**config.mk**
```make
export PLATFORM = sky130hd
export DESIGN_NAME = ula_sched
export DESIGN_NICKNAME = d
export VERILOG_FILES = /design/src/rtl/ula_sched.sv
export SDC_FILE = /design/constraint.sdc
export NUM_CORES = 1
export LEC_CHECK = 0
export ABC_CLOCK_PERIOD_IN_PS = 2900
export BUFFER_PORTS_ARGS = -buffer_cell sky130_fd_sc_hd__buf_4
export CAP_MARGIN = 30
export CORE_MARGIN = 2
export CORE_UTILIZATION = 45
export CTS_CLUSTER_SIZE = 24
export DETAILED_ROUTE_END_ITERATION = 8
export GPL_TIMING_DRIVEN = 0
export PLACE_DENSITY_LB_ADDON = 0.2
export SLEW_MARGIN = 5
export SYNTH_ARGS = -nofsm -noshare
export SYNTH_HDL_FRONTEND = slang
export SYNTH_SLANG_ARGS = --single-unit
```
**constraint.sdc**
```tcl
create_clock -name Tclk -period 2.9 [get_ports Tclk]
set_input_delay 0.58 -clock Tclk [delete_from_list [all_inputs] [get_ports Tclk]]
set_output_delay 0.58 -clock Tclk [all_outputs]
set_load 0.02 [all_outputs]
```
**src/rtl/ula_sched.sv**
```systemverilog
// Round-robin scheduler sharing one ULA between two requesters (IDLE -> EXEC -> RESP).
// Optional macro ULA_SCHED_STAT_EN adds a 16-bit completed-response counter (stat_count).
module ula_sched #(
    parameter int N       = 8,
    parameter int ALU_LAT = 1,
    parameter int MUL_LAT = 2
) (
    input  logic            Tclk,
    input  logic            Tclr,
    input  logic            req0_valid,
    input  logic            req1_valid,
    output logic            req0_ready,
    output logic            req1_ready,
    input  logic [N-1:0]    req0_a,
    input  logic [N-1:0]    req0_b,
    input  logic [N-1:0]    req1_a,
    input  logic [N-1:0]    req1_b,
    input  logic [2:0]      req0_op,
    input  logic [2:0]      req1_op,
    output logic [N-1:0]    ula_a,
    output logic [N-1:0]    ula_b,
    output logic [2:0]      ula_sel,
    output logic            ula_en,
    input  logic [N:0]      ula_s,
    input  logic [2*N-1:0]  ula_smulti,
    output logic            rsp_valid,
    input  logic            rsp_ready,
    output logic            rsp_id,
    output logic [2*N-1:0]  rsp_data,
    output logic            busy,
    output logic [1:0]      dbg_state
`ifdef ULA_SCHED_STAT_EN
    ,
    output logic [15:0]     stat_count
`endif
);

    // Handshakes: a transfer happens on the rising edge where valid and ready are both high;
    // valid may drop while not granted, and rsp_data/rsp_id stay stable while rsp_valid waits for rsp_ready.

    localparam int MAXL = (ALU_LAT > MUL_LAT) ? ALU_LAT : MUL_LAT;
    localparam int CW   = (MAXL < 2) ? 1 : $clog2(MAXL);
    localparam logic [CW-1:0] ALU_LAST = CW'(ALU_LAT - 1);
    localparam logic [CW-1:0] MUL_LAST = CW'(MUL_LAT - 1);
    localparam logic [2:0]    OP_MUL   = 3'b111;

    typedef enum logic [1:0] {
        IDLE = 2'd0,
        EXEC = 2'd1,
        RESP = 2'd2
    } state_t;

    state_t          r_state;
    logic            r_ptr;
    logic [CW-1:0]   r_cnt;

    logic            w_idle;
    logic            w_acc;
    logic            w_win;
    logic [N-1:0]    w_a;
    logic [N-1:0]    w_b;
    logic [2:0]      w_op;

    assign w_idle = (r_state == IDLE);

    // r_ptr = 0 favours req0 when both are valid; reset also masks ready.
    assign req0_ready = w_idle & Tclr & req0_valid & (~req1_valid | ~r_ptr);
    assign req1_ready = w_idle & Tclr & req1_valid & (~req0_valid |  r_ptr);

    assign w_acc = req0_ready | req1_ready;
    assign w_win = req1_ready;
    assign w_a   = w_win ? req1_a  : req0_a;
    assign w_b   = w_win ? req1_b  : req0_b;
    assign w_op  = w_win ? req1_op : req0_op;

    assign ula_en    = (r_state == EXEC);
    assign rsp_valid = (r_state == RESP);
    assign busy      = (r_state != IDLE);
    assign dbg_state = r_state;

    always_ff @(posedge Tclk or negedge Tclr) begin
        if (!Tclr) begin
            r_state  <= IDLE;
            r_ptr    <= 1'b0;
            r_cnt    <= '0;
            ula_a    <= '0;
            ula_b    <= '0;
            ula_sel  <= '0;
            rsp_id   <= 1'b0;
            rsp_data <= '0;
        end else begin
            case (r_state)
                IDLE: begin
                    if (w_acc) begin
                        ula_a   <= w_a;
                        ula_b   <= w_b;
                        ula_sel <= w_op;
                        rsp_id  <= w_win;
                        r_ptr   <= ~w_win;
                        r_cnt   <= (w_op == OP_MUL) ? MUL_LAST : ALU_LAST;
                        r_state <= EXEC;
                    end
                end
                EXEC: begin
                    if (r_cnt == '0) begin
                        rsp_data <= (ula_sel == OP_MUL) ? ula_smulti
                                                        : {{(N-1){1'b0}}, ula_s};
                        r_state  <= RESP;
                    end else begin
                        r_cnt <= r_cnt - 1'b1;
                    end
                end
                RESP: begin
                    if (rsp_ready) begin
                        r_state <= IDLE;
                    end
                end
                default: r_state <= IDLE;
            endcase
        end
    end

`ifdef ULA_SCHED_STAT_EN
    logic [15:0] r_stat;

    always_ff @(posedge Tclk or negedge Tclr) begin
        if (!Tclr) begin
            r_stat <= '0;
        end else if (rsp_valid && rsp_ready) begin
            r_stat <= r_stat + 16'd1;
        end
    end

    assign stat_count = r_stat;
`endif

endmodule

```
Yosys cells after proc, flatten, opt, wreduce, memory -nomap -nowiden

Index checks and enable logic that the tools add are counted.

$add $sub $neg: 1
Equal/unequal tests: 7
Mux-type cells: 12
Bitwise gates (word level): 13
Reductions and logical operators: 7

Operators with widths:

| kind                                                 | number |
|---|---|
| 2-to-1 mux 16 bit                                    | 1 |
| 2-to-1 mux 8 bit                                     | 2 |
| equality test 3 bit (second input constant)          | 2 |
| 2-to-1 mux 2 bit                                     | 3 |
| case mux 2 bit (3 select lines)                      | 1 |
| AND reduction 2 bit                                  | 3 |
| bitwise AND 1 bit                                    | 5 |
| inverter 1 bit                                       | 5 |
| != test 2 x 1 -> 1 bit (second input constant)       | 2 |
| nonzero test 2 bit                                   | 2 |
| 2-to-1 mux 1 bit                                     | 3 |
| 2-to-1 mux 3 bit                                     | 1 |
| OR 1 bit                                             | 3 |
| AND reduction 3 bit                                  | 1 |
| equality test 2 x 1 -> 1 bit (second input constant) | 1 |
| equality test 2 bit (second input constant)          | 1 |
| logical NOT 2 bit                                    | 1 |
| != test 2 bit (second input constant)                | 1 |
| case mux 1 bit (2 select lines)                      | 1 |
| subtractor 1 bit (second input constant)             | 1 |

Register bits: 40
Bits of input ports: 68
Output and inout bits: 43

Depth between registers and ports, before layout

Gate-level depths: netlist (run 1).

Word-level depth: 9
Gate-level depth with buffers: 6

Worst setup path after synthesis (run 1)

No wires, ideal clock.

Kind: input to output
From: in Tclr
To: out req0_ready
Data arrival time: 1,219 ps
Data required time: 2,320 ps
Path slack: 1,101 ps
Stages on the path: 4
Cells stage by stage: nor3b_2 -> and3_1 -> buf_4 -> buf_6

Word-level cells in the longest chain between the ends: 3

RTL lines:

| item                           | line | RTL |
|---|---|---|
| from (decl)                    | 9    | `input logic Tclr,` |
| bitwise AND 1 bit (3 in a row) | 67   | `assign req0_ready = w_idle & Tclr & req0_valid & (~req1_valid \| ~r_ptr);` |
| to (decl)                      | 12   | `output logic req0_ready,` |

Every way passes these cells.

Final worst setup path (run 1)

Ends and elaborated chain as after synthesis.

==> results of run 1 <==
-- per-stage QoR --
step	hold WS [ns]	worst slack [ns]	util (%)	area, µm²
4_1_cts	0.267	0.267	73.5	2710
6_report	0.254	0.312	73.5	2710
5_1_grt	0.284	0.129	73.5	2710
3_5_place_dp	0.467	0.275	71.0	2620
3_3_place_gp	0.460	0.294	71.0	2620
2_1_floorplan	0.284	1.10	-	1730
-- routing by layer --
metal / track usage [%] / vias up / routed length (µm)
met1: 25.1 / 771 / 1740
met2: 39.1 / 63 / 2310
li1: - / 781 / -
met5: 0 / - / 0
met4: 4.34 / 0 / 51
met3: 7.50 / 7 / 332
-- sequential cells by signal (all words and copies together), names as in the netlist --
| signal | count |
|---|---|
| rsp_id | 1 |
| rsp_data | 16 |
| r_cnt | 1 |
| r_ptr | 1 |
| dbg_state | 2 |
| ula_b | 8 |
| ula_sel | 3 |
| ula_a | 8 |
-- worst reg2reg max path: cells and delay by family, from the launching register on --
kind                   cells  cell delay, ns
AOI/OAI and AO/OA          2            0.53
DFF                        1            0.44
buffers and inverters      2            0.37
and+or+nand+nor            1            0.29
-- how the worst max path moves through the flow --
stage / slack (ns) / cells after the start / endpoint
2_1_floorplan: 1.10 / 4 / req0_ready
3_3_place_gp: 0.29 / 6 / req0_ready
4_1_cts: 0.27 / 6 / req0_ready
6_report: 0.31 / 6 / req0_ready
5_1_grt: 0.13 / 6 / req0_ready
3_5_place_dp: 0.28 / 6 / req0_ready
-- final cells by class --
class	instances	area share, %
plain buffers	11	2.95
clock buffers	6	3.05
clock inverters	2	0.369
inverters	19	2.63
multi-input cells	81	21.4
flip-flops and latches	40	36.9
well taps	48	2.22
repair buffers	110	30.5
-- cell families after synthesis --
logic type	Yosys count	synth area share, %
AOI/OAI and AO/OA	43	19.0
buffers and inverters	30	8.74
and+or+nand+nor	26	7.58
muxes	12	6.93
DFF	40	57.8
-- cells in the mapped netlist (all sizes together) --
cell type  count
dfrtp         40
inv           19
a222oi        16
o21ai         16
nand2         14
mux2i         12
buf            9
a22o           7
nand2b         3
and3           2
clkbuf         2
nand3          2
a21o           1
a21oi          1
a31oi          1
a41oi          1
and2b          1
nand3b         1
nor2           1
nor3b          1
or2            1
-- where the power goes --
group,internal (mW),switching (mW),total [mW]
Clock,0.190,0.183,0.372
Combinational,0.568,0.671,1.24
Sequential,0.791,0.144,0.935
-- cells in the final DEF, fill, tap and decap left out, types with 2 or more instances in the layout --
| cell type | Yosys | layout |
|---|---|---|
| dfrtp_1 | 40 | 40 |
| nand2_1 | 14 | 14 |
| inv_1 | 19 | 19 |
| clkbuf_8 | 0 | 6 |
| buf_6 | 4 | 4 |
| clkinv_2 | 0 | 2 |
| o21ai_0 | 14 | 14 |
| and3_1 | 2 | 2 |
| mux2i_1 | 12 | 12 |
| a222oi_1 | 16 | 16 |
| buf_2 | 4 | 4 |
| o21ai_1 | 2 | 2 |
| clkbuf_1 | 2 | 2 |
| nand2b_1 | 3 | 3 |
| buf_4 | 1 | 111 |
| nand3_1 | 2 | 2 |
| a22o_1 | 7 | 7 |
==> results by stage, run 1 <==
Critical path:
- The worst register-to-register path begins at dbg_state[0].
- Along the worst path, the maximum fanout reaches 41.
- The critical path goes through buf_4, nor3b_2, and3_1, buf_4, buf_6, buf_4.
- The critical path's top delay family is buffers and inverters.
- The setup path with the least slack is of type in -> out.
- The most frequent cell on the critical path is buf_4.
- The kind of start point of the critical path is a primary input.
- The worst register-to-register path ends at ula_a[6].
- The slowest stage of the critical path is the buf_4 cell.
- STA classifies the critical path endpoint as a primary output.
- The worst setup slack for register-to-register paths is between 1 and 1.5 ns.
- At the worst endpoint, the arrival time is 2.01 ns.
- The first element of the critical path is Tclr.
- The data required time of the critical path is ~2.3 ns.
- On the worst path, the slowest cell contributes a delay of 0.41 ns.
- The buffers plus inverters on the worst setup path is 4.
- Counting cells, the worst reg-to-reg path comes to 5.

Drt:
- After the first detailed-routing iteration, the DRC count stood at between 100 and 150.
- The first detailed-routing pass ran for 7 iterations.
- The via count normalized by instance count is approximately 5.1.
- In the final routed layout, each cell accounts on average for about 14 µm.
- The number of vias in the routed layout is 1622.
- The number of DRC violations after detailed routing is 0.
- The routed design has 4430 µm of wire.
- The antenna violation net count after detailed routing is 0.

Floorplanning:
- Once the floorplan was initialized, standard cells occupied between 40% and 50% of the core.
- The floorplan step defined a die boundary enclosing around 0.0044 mm².
- The die width is roughly 66 µm.
- After floorplanning, the core was sized to cover approximately 0.0037 mm².
- The row count is 22.
- The die outline height is around 66 µm.
- In this run the count of I/O pins placed on the die edge is 111.

Global route:
- The maximum number of pins on one net before global-route repair is 42.
- The total global routing overflow is 0.
- The number of antenna violations at the first check in global routing is 0.
- The total routing usage reported by global routing is roughly 22%.
- The first-pass GRT wire length is 7230 µm.
- The number of global-route vias before repair came to about 1.6k.

Clocking:
- The CTS sink count is 40.
- The cell sitting at the root of the clock tree is a clkbuf_8.
- After clock tree synthesis, the clock-pin slew on the worst setup and hold paths is around 0.070 ns.
- The number of buffers added by the clock tree synthesis step is 5.
- Post-CTS repair changed the size of 0 cells.
- The maximum count of clock buffers along a single path is 2.
- The hold-fix buffer count after cts is 0.
- The buffers inserted during post-CTS setup optimization is 0.
- The later-pin clock latency in the skew report is slightly below 0.3 ns.
- The maximum level of the CTS H-tree is 2.
- TritonCTS built the clock tree.

Synth:
- The net count after synthesis is approximately 220.
- The register bit total from synthesis is 40.
- Each instance of the synthesized netlist takes up on average about 11 µm².
- The largest total area in the synthesized netlist belongs to dfrtp_1.
- After synthesis, the netlist uses 24 different library cells.
- The cell area after synthesis is between 0.0015 and 0.002 mm².
- The Yosys step of the flow raised 0 warnings.
- After synthesis, flip-flops and latches occupy between 50 and 60% of the total area.
- Counting every instance in the synthesized netlist gives ~150.
- By area the synthesized netlist is led by dfrtp_1 (58%), a222oi_1 (9.2%), mux2i_1 (6.9%).
- The area share of the leading cell type in the synthesized netlist is roughly 58%.

STA:
- The clock arrives with ~0.005 ns of skew.
- Setup violations remaining at the end of the flow were counted as 0.
- For the pin with the worst max-slew slack, the measured transition is 0.488 ns.
- The sum of negative setup slack is 0 ns.
- The number of slew-limit violations in the final report is 0.
- Setup repair after global routing left no endpoint under its margin.
- Timing would allow up to a little under 400 MHz.
- The post-route clock period utilization is between 80% and 90%.
- The worst slew margin relative to its limit is about two thirds.
- The shortest clock period the worst path allows after layout is between 2 and 3 ns.
- The final hold violation count was 0.

Final layout:
- The finished layout holds 317 standard cells, fillers aside.
- The number of inserted diodes is 0.
- The area growth from synthesis to layout is 56.5%.
- The area of all sequential standard cells is approximately 0.001 mm².
- The number of inserted filler cells in the final layout is roughly 290.
- The area used by multi-input combinational logic is between 500 and 600 µm².
- The net count of the finished layout is 336.
- In the final layout, the share of cells above drive strength 1 is 48.0%.

Pwr:
- The total power consumption of the routed design is roughly 2.5 mW.
- The static leakage is approximately 1.5 nW.
- The worst voltage drop across the vdd grid is approximately 0.57 mV.
- For this design the ratio of total power to cell area is 939 mW/mm².

Place:
- The quantity of I/O buffers inserted on ports is 110.
- Summed over all nets, the half-perimeter wirelength after detailed placement is around 3300 µm.
- The global placement routability congestion is around 0.79.
- Including well taps, the total number of placed cells is a little over 300.

Hold path:
- The type of the worst min-delay path is in -> async.

Outcome:
- The flow ran to the end, and the final reports show no timing, DRC or antenna violations.

Flow run:
- The number of maximum-capacitance constraint violations is 0.
Power figures use the tool's default switching activity.
==> run 2: changes to the inputs <==
--- a/config.mk
+++ b/config.mk
@@ -13,7 +13,7 @@
 export CTS_CLUSTER_SIZE = 24
 export DETAILED_ROUTE_END_ITERATION = 8
 export GPL_TIMING_DRIVEN = 0
-export PLACE_DENSITY_LB_ADDON = 0.2
+export PLACE_DENSITY = 0.93
 export SLEW_MARGIN = 5
 export SYNTH_ARGS = -nofsm -noshare
 export SYNTH_HDL_FRONTEND = slang
==> results by stage, run 2 (synthesized netlist as in run 1, its figures left out) <==
Drt:
- The number of design-rule violations left by the first detailed-router iteration is 113.
- The uppermost layer routed is met4.
- The via count normalized by instance count is about 5.3.
- The number of vias in the routed layout is ~1.7k.
- The total routed wirelength is just under 5000 µm.
- Dividing the detail-routed wire length by the instance count gives between 15 and 20 µm.
- In the detailed route, the total length drawn on met3 is roughly 250 µm.
- Before antenna repair, the detailed router went through 7 iterations.
- For this block, wires on met1 add up to about 1800 µm.
- Wire segments on met2 add up to 2680 µm in the final route.
- The number of DRC violations after detailed routing is 0.
- The detail route stage leaves a number of antenna-violating nets equal to 0.

Floorplanning:
- roughly 110 I/O pins were placed.
- The floorplan step set the die height to 66.1 µm.
- Row generation in the floorplan step produced 22 rows.
- Once the floorplan was initialized, standard cells occupied roughly 47% of the core.
- The core region area is between 0.003 and 0.004 mm².
- The floorplan step defined a die boundary enclosing around 0.0044 mm².
- The die width is roughly 66 µm.

STA:
- The sum of negative setup slack is 0 ns.
- The post-route clock period utilization is 88.2%.
- The final hold violation count was 0.
- The smallest clock period supported by the final layout is computed as ~2.6 ns.
- The final setup violation count is 0.
- For the pin with the worst max-slew slack, the measured transition is ~0.54 ns.
- The post-route clock skew is approximately 0.0054 ns.
- The number of slew-limit violations in the final report is 0.
- Setup repair after global routing left no endpoint under its margin.
- The worst pin sits at a relative slew slack of a little under two thirds.
- For this run, the top clock speed supported by timing is slightly below 400 MHz.

Final layout:
- The final standard cell utilization of the core is approximately three quarters.
- Leaving out fill and tap cells, the most frequent cells in the layout are buf_4 (111), dfrtp_1 (40), inv_1 (19), a222oi_1 (16).
- The number of cells in the finished layout apart from fillers is 317.
- The register ranked first by flip-flop count is rsp_data.
- The number of inserted filler cells in the final layout is about 290.
- The largest registers in the layout are rsp_data (16), ula_a (8), ula_b (8).
- The growth of design area from synthesis to finish is 56.3%.
- 0 antenna diodes ended up in the layout.
- Of the cells placed in the final design, the portion with a size suffix greater than 1 is 47.2%.
- The most frequent standard cell in the layout excluding fill and tap cells is buf_4.
- The flip-flop count of the largest register after layout is 16.
- The total number of nets in the final design is between 300 and 400.
- The finished layout cell area is ~0.0027 mm².

Clocking:
- Post-CTS repair changed the size of 0 cells.
- The H-tree generated during clock tree synthesis spans 2 levels.
- The clock tree from TritonCTS is done.
- The clock passes through at most 2 buffers.
- The tree is rooted in a clkbuf_8.
- Clock tree synthesis found a total of 40 sinks.
- The clock slew at the register clock pins of the worst setup and hold paths is roughly 0.07 ns.
- TritonCTS created 5 clock buffers.
- The number of hold buffers added after CTS was 0.
- The buffers inserted during post-CTS setup optimization is 0.
- For the worst-skew pair, the clock arrives at the later sink with an insertion delay of 0.28 ns.

Critical path:
- The type of the setup path with the least slack is in -> out.
- Along the worst path, the maximum fanout reaches between 40 and 50.
- Measured in cells, the most critical reg-to-reg path has a length of 5.
- In this run the register-to-register setup slack is between 1 and 1.5 ns.
- At the worst endpoint, the required time is 2.32 ns.
- STA classifies the critical path endpoint as a primary output.
- The endpoint identified for the worst register-to-register timing path is ula_a[0].
- STA classifies the critical path startpoint as a primary input.
- In this run the critical register-to-register path is launched from dbg_state[0].
- The worst endpoint data arrival time is 1.98 ns.

Place:
- The detailed placement HPWL is roughly 3700 µm.
- The number of placed instances, taps included, is 309.
- The global placement routability congestion is between 0.7 and 0.8.
- The quantity of I/O buffers inserted on ports is 110.
- After detailed placement, the total cell area comes to between 0.002 and 0.003 mm².

Pwr:
- The worst voltage drop across the vdd grid is 0.563 mV.
- In this run, the combinational gates consume 49.0% of the power.
- The sequential power share is a little under two fifths.
- Of the total power, the share spent switching nets is 39.1%.
- In this run the power spent charging and discharging nets is approximately 1 mW.
- Power spread over the standard cell area amounts to between 900 and 1000 mW/mm².
- The internal portion of total power is around 1.6 mW.
- The clock network accounts for about 14% of the total power.
- The static leakage is about 1.5 nW.
- The total power consumption of the routed design is between 2 and 3 mW.

Global route:
- The number of global-route vias before repair is ~1.6k.
- The maximum number of pins on one net before global-route repair is between 40 and 50.
- The first-pass GRT wire length is about 7400 µm.
- The number of antenna violations at the first check in global routing is 0.
- The total routing usage reported by global routing is 22.5%.
- After global routing the overflow that remains totals 0.

Flow run:
- The number of maximum-capacitance constraint violations is 0.

Outcome:
- The flow ran to the end, and the final reports show no timing, DRC or antenna violations.

Hold path:
- The worst hold path belongs to the class in -> async.
[run 2: cell count changes in the layout (fill, tap and decap cells not counted), sizes merged]
cell	before	now
clkinv	2	0
clkbuf	8	10
[run 2: power by group through the flow]
stage | combinational [mW] | sequential (mW) | clock [mW]
2_1_floorplan | 0.411 | 1.20 | 0
3_3_place_gp | 1.23 | 0.933 | 0
3_5_place_dp | 1.26 | 0.947 | 0
4_1_cts | 1.26 | 0.939 | 0.372
5_1_grt | 1.35 | 0.965 | 0.394
6_report | 1.25 | 0.938 | 0.363
[run 2: worst max-delay path, stage by stage]
cell and delay (ns):
buf_4 0.40, nor3b_2 0.32, and3_1 0.18, buf_4 0.16, buf_6 0.16, buf_4 0.15
[run 2: through the flow]
step	setup slack (ns)	hold WS, ns
2_1_floorplan	1.10	0.284
3_3_place_gp	0.327	0.460
3_5_place_dp	0.303	0.472
4_1_cts	0.309	0.281
5_1_grt	0.148	0.297
6_report	0.342	0.262
[run 2: final cells by class]
| type | count | area [µm²] | area share, % |
|---|---|---|---|
| multi-input combinational | 81 | 581 | 21.4 |
| inverter | 19 | 71.3 | 2.63 |
| timing repair buffer | 110 | 826 | 30.5 |
| tap | 48 | 60.1 | 2.22 |
| sequential | 40 | 1000 | 37.0 |
| clock buffer | 8 | 90.1 | 3.33 |
| buffer | 11 | 80.1 | 2.96 |
[run 2: worst max path at each step]
stage | start | endpoint | slack [ns] | cells after the start
2_1_floorplan | Tclr | req0_ready | 1.10 | 4
3_3_place_gp | Tclr | req0_ready | 0.33 | 6
3_5_place_dp | Tclr | req0_ready | 0.30 | 6
4_1_cts | Tclr | req0_ready | 0.31 | 6
5_1_grt | Tclr | req0_ready | 0.15 | 6
6_report | Tclr | req0_ready | 0.34 | 6
[run 2: layer usage]
layer | global-route usage (%) | vias to the layer above
li1 | - | 785
met4 | 5.87 | 0
met1 | 28.7 | 808
met3 | 2.90 | 7
met2 | 40.4 | 70
met5 | 0 | -
==> run 3: changes to the inputs <==
==> constraint.sdc (replaced) <==
create_clock -name Tclk -period 2.9 [get_ports Tclk]
set_input_delay 0.29 -clock Tclk [delete_from_list [all_inputs] [get_ports Tclk]]
set_output_delay 0.29 -clock Tclk [all_outputs]
set_load 0.02 [all_outputs]
==> results by stage, run 3 (synthesized netlist as in run 1, its figures left out) <==
Clocking:
- The cell sitting at the root of the clock tree is a clkbuf_8.
- At the later pin of the worst-skew pair, clock insertion delay measures about 0.28 ns.
- The number of clock buffers added by TritonCTS is 5.
- The clock slew at the register clock pins of the worst setup and hold paths is 0.07 ns.
- The maximum level of the CTS H-tree is 2.
- TritonCTS built the clock tree.
- Counting every sink on the clock net gives 40.
- In this run the deepest clock path goes through 2 buffers.

Global route:
- The total global routing overflow is 0.
- The number of antenna violations at the first check in global routing came to 0.
- The first-pass GRT wire length is approximately 7500 µm.
- The total routing usage reported by global routing is a little under a quarter.
- The number of global-route vias before repair is ~1.6k.
- The maximum number of pins on one net before global-route repair is 42.

STA:
- The shortest clock period the worst path allows after layout is roughly 2.6 ns.
- The final hold violation count came to 0.
- The sum of negative setup slack is 0 ns.
- Of the available clock period, the critical path in the final layout requires 88.0%.
- The number of slew-limit violations in the final report is 0.
- Setup repair after global routing left no endpoint under its margin.
- Setup violations remaining at the end of the flow were counted as 0.
- On the final layout, the worst clock skew is 0.00161 ns.
- For this run, the top clock speed supported by timing is about 400 MHz.
- The transition at the pin with the smallest max-transition slack is roughly 0.52 ns.
- The worst slew margin relative to its limit is ~65%.

Final layout:
- In the final layout, the share of cells above drive strength 1 is between 40 and 50%.
- The register ranked first by flip-flop count is rsp_data.
- The largest registers in the layout are rsp_data (16), ula_a (8), ula_b (8).
- The number of inserted diodes is 0.
- In the layout the commonest cells are buf_4 (111), dfrtp_1 (40), inv_1 (19), a222oi_1 (16).
- The flip-flop count of the largest register after layout is 16.
- The most frequent standard cell in the layout excluding fill and tap cells is buf_4.
- The growth of design area from synthesis to finish is 56.9%.
- The total number of nets in the final design is roughly 340.
- The finished cells cover 0.00272 mm².

Floorplanning:
- The core region area is ~0.0037 mm².
- The number of top-level pins is 111.
- The die outline height is 66.1 µm.
- The die covers about 0.0044 mm².
- The initial utilization of the core area, before any placement, comes to 47.0%.
- Measured along the x axis, the die boundary spans ~66 µm.
- The row count is 22.

Pwr:
- For this design the static power due to leakage is 1.53 nW.
- VDD sags by at most approximately 0.56 mV.
- The power per cell area is 939 mW/mm².

Drt:
- The total routed wirelength is 4850 µm.
- The antenna violation net count after detailed routing is 0.
- The first routing iteration left ~120 violations.
- The first detailed-routing pass took 7 iterations.
- Dividing the detail-routed via count by the number of cells gives between 5 and 6.
- The number of vias in the routed layout is between 1.5k and 2k.
- The number of DRC violations after detailed routing is 0.
- In the final routed layout, each cell accounts on average for ~15 µm.

Critical path:
- The maximum net fanout on the critical path is 41.
- STA classifies the critical path endpoint as a primary output.
- STA puts the critical path data required time at 2.61 ns.
- The worst endpoint data arrival time is approximately 2.3 ns.
- The worst setup path is of the in -> out kind.
- The worst setup path is launched from a primary input.
- For the worst flop-to-flop path, the logic depth is 5.

Hold path:
- The worst hold path cell count is 2.
- The type of the worst min-delay path is in -> reg.

Place:
- In this run the cell area measured after placement is roughly 0.0026 mm².
- The congestion estimate from routability-driven global placement came to just over 0.7.
- Input and output buffers added on the ports amount to 110.
- The HPWL after detailed placement is ~3700 µm.

Flow run:
- The number of maximum-capacitance constraint violations is 0.

Outcome:
- The flow ran to the end, and the final reports show no timing, DRC or antenna violations.
==> run 3: cell count changes in the layout (fill, tap and decap cells not counted) <==
| cell | previous run | this run |
|---|---|---|
| dlygate4sd3_1 | 0 | 1 |
==> run 3: path summary, 6_finish.rpt <==
| path | start | endpoint | slack, ns |
|---|---|---|---|
| min | rsp_ready | dbg_state[1] | 0.19 |
| max | Tclr | req0_ready | 0.35 |
| max reg2reg | dbg_state[0] | ula_a[0] | 1.16 |
| max in group asynchronous | Tclr | rsp_data[6] | 2.01 |
| min reg2reg | rsp_data[4] | rsp_data[4] | 0.48 |
| min in group asynchronous | Tclr | ula_sel[0] | 0.56 |
==> run 3: worst max-delay path: stages <==
cell           delay [ns]
dlygate4sd3_1        0.55
buf_4                0.44
nor3b_2              0.32
and3_1               0.18
buf_4                0.16
buf_6                0.16
buf_4                0.15
==> run 3: per-layer routing <==
layer / share of wire, % / track usage [%] / up-vias
li1: - / - / 786
met1: 38 / 28.4 / 823
met2: 56 / 41.5 / 65
met3: 5.1 / 2.73 / 5
met4: 0.97 / 5.36 / 0
met5: 0 / 0 / -
==> run 3: cell type report <==
class / instances / area, µm²
Tap cell: 48 / 60.1
Fill cell: 284 / 970
Sequential cell: 40 / 1000
Multi-Input combinational cell: 81 / 581
Inverter: 19 / 71.3
Timing Repair Buffer: 111 / 836
Buffer: 11 / 80.1
Clock buffer: 8 / 90.1
==> run 3: report_power, final <==
group	total (mW)	switching [mW]	internal, mW
logic	1.25	0.682	0.569
registers	0.938	0.147	0.791
clock network	0.365	0.172	0.194
==> run 3: what timing repair did <==
action                                  4_1_cts  5_1_grt
endpoints found under the setup margin        0        0
hold buffers                                  1        0
endpoints found under the hold margin        40        0
buffers inserted                              0        0
gates resized for setup                       0        0
==> run 3: through the flow <==
stage | power (mW) | worst slack, ns | cells | utilization, % | hold slack [ns]
finish | 2.55 | 0.349 | 318 | 73.7 | 0.194
global placement | 2.16 | 0.831 | 309 | 71.0 | 0.290
CTS | 2.57 | 0.347 | 318 | 73.7 | 0.190
global route | 2.71 | 0.141 | 318 | 73.7 | 0.208
floorplan | 1.61 | 1.33 | 151 | - | -0.00559
detailed placement | 2.21 | 0.770 | 309 | 71.0 | 0.295
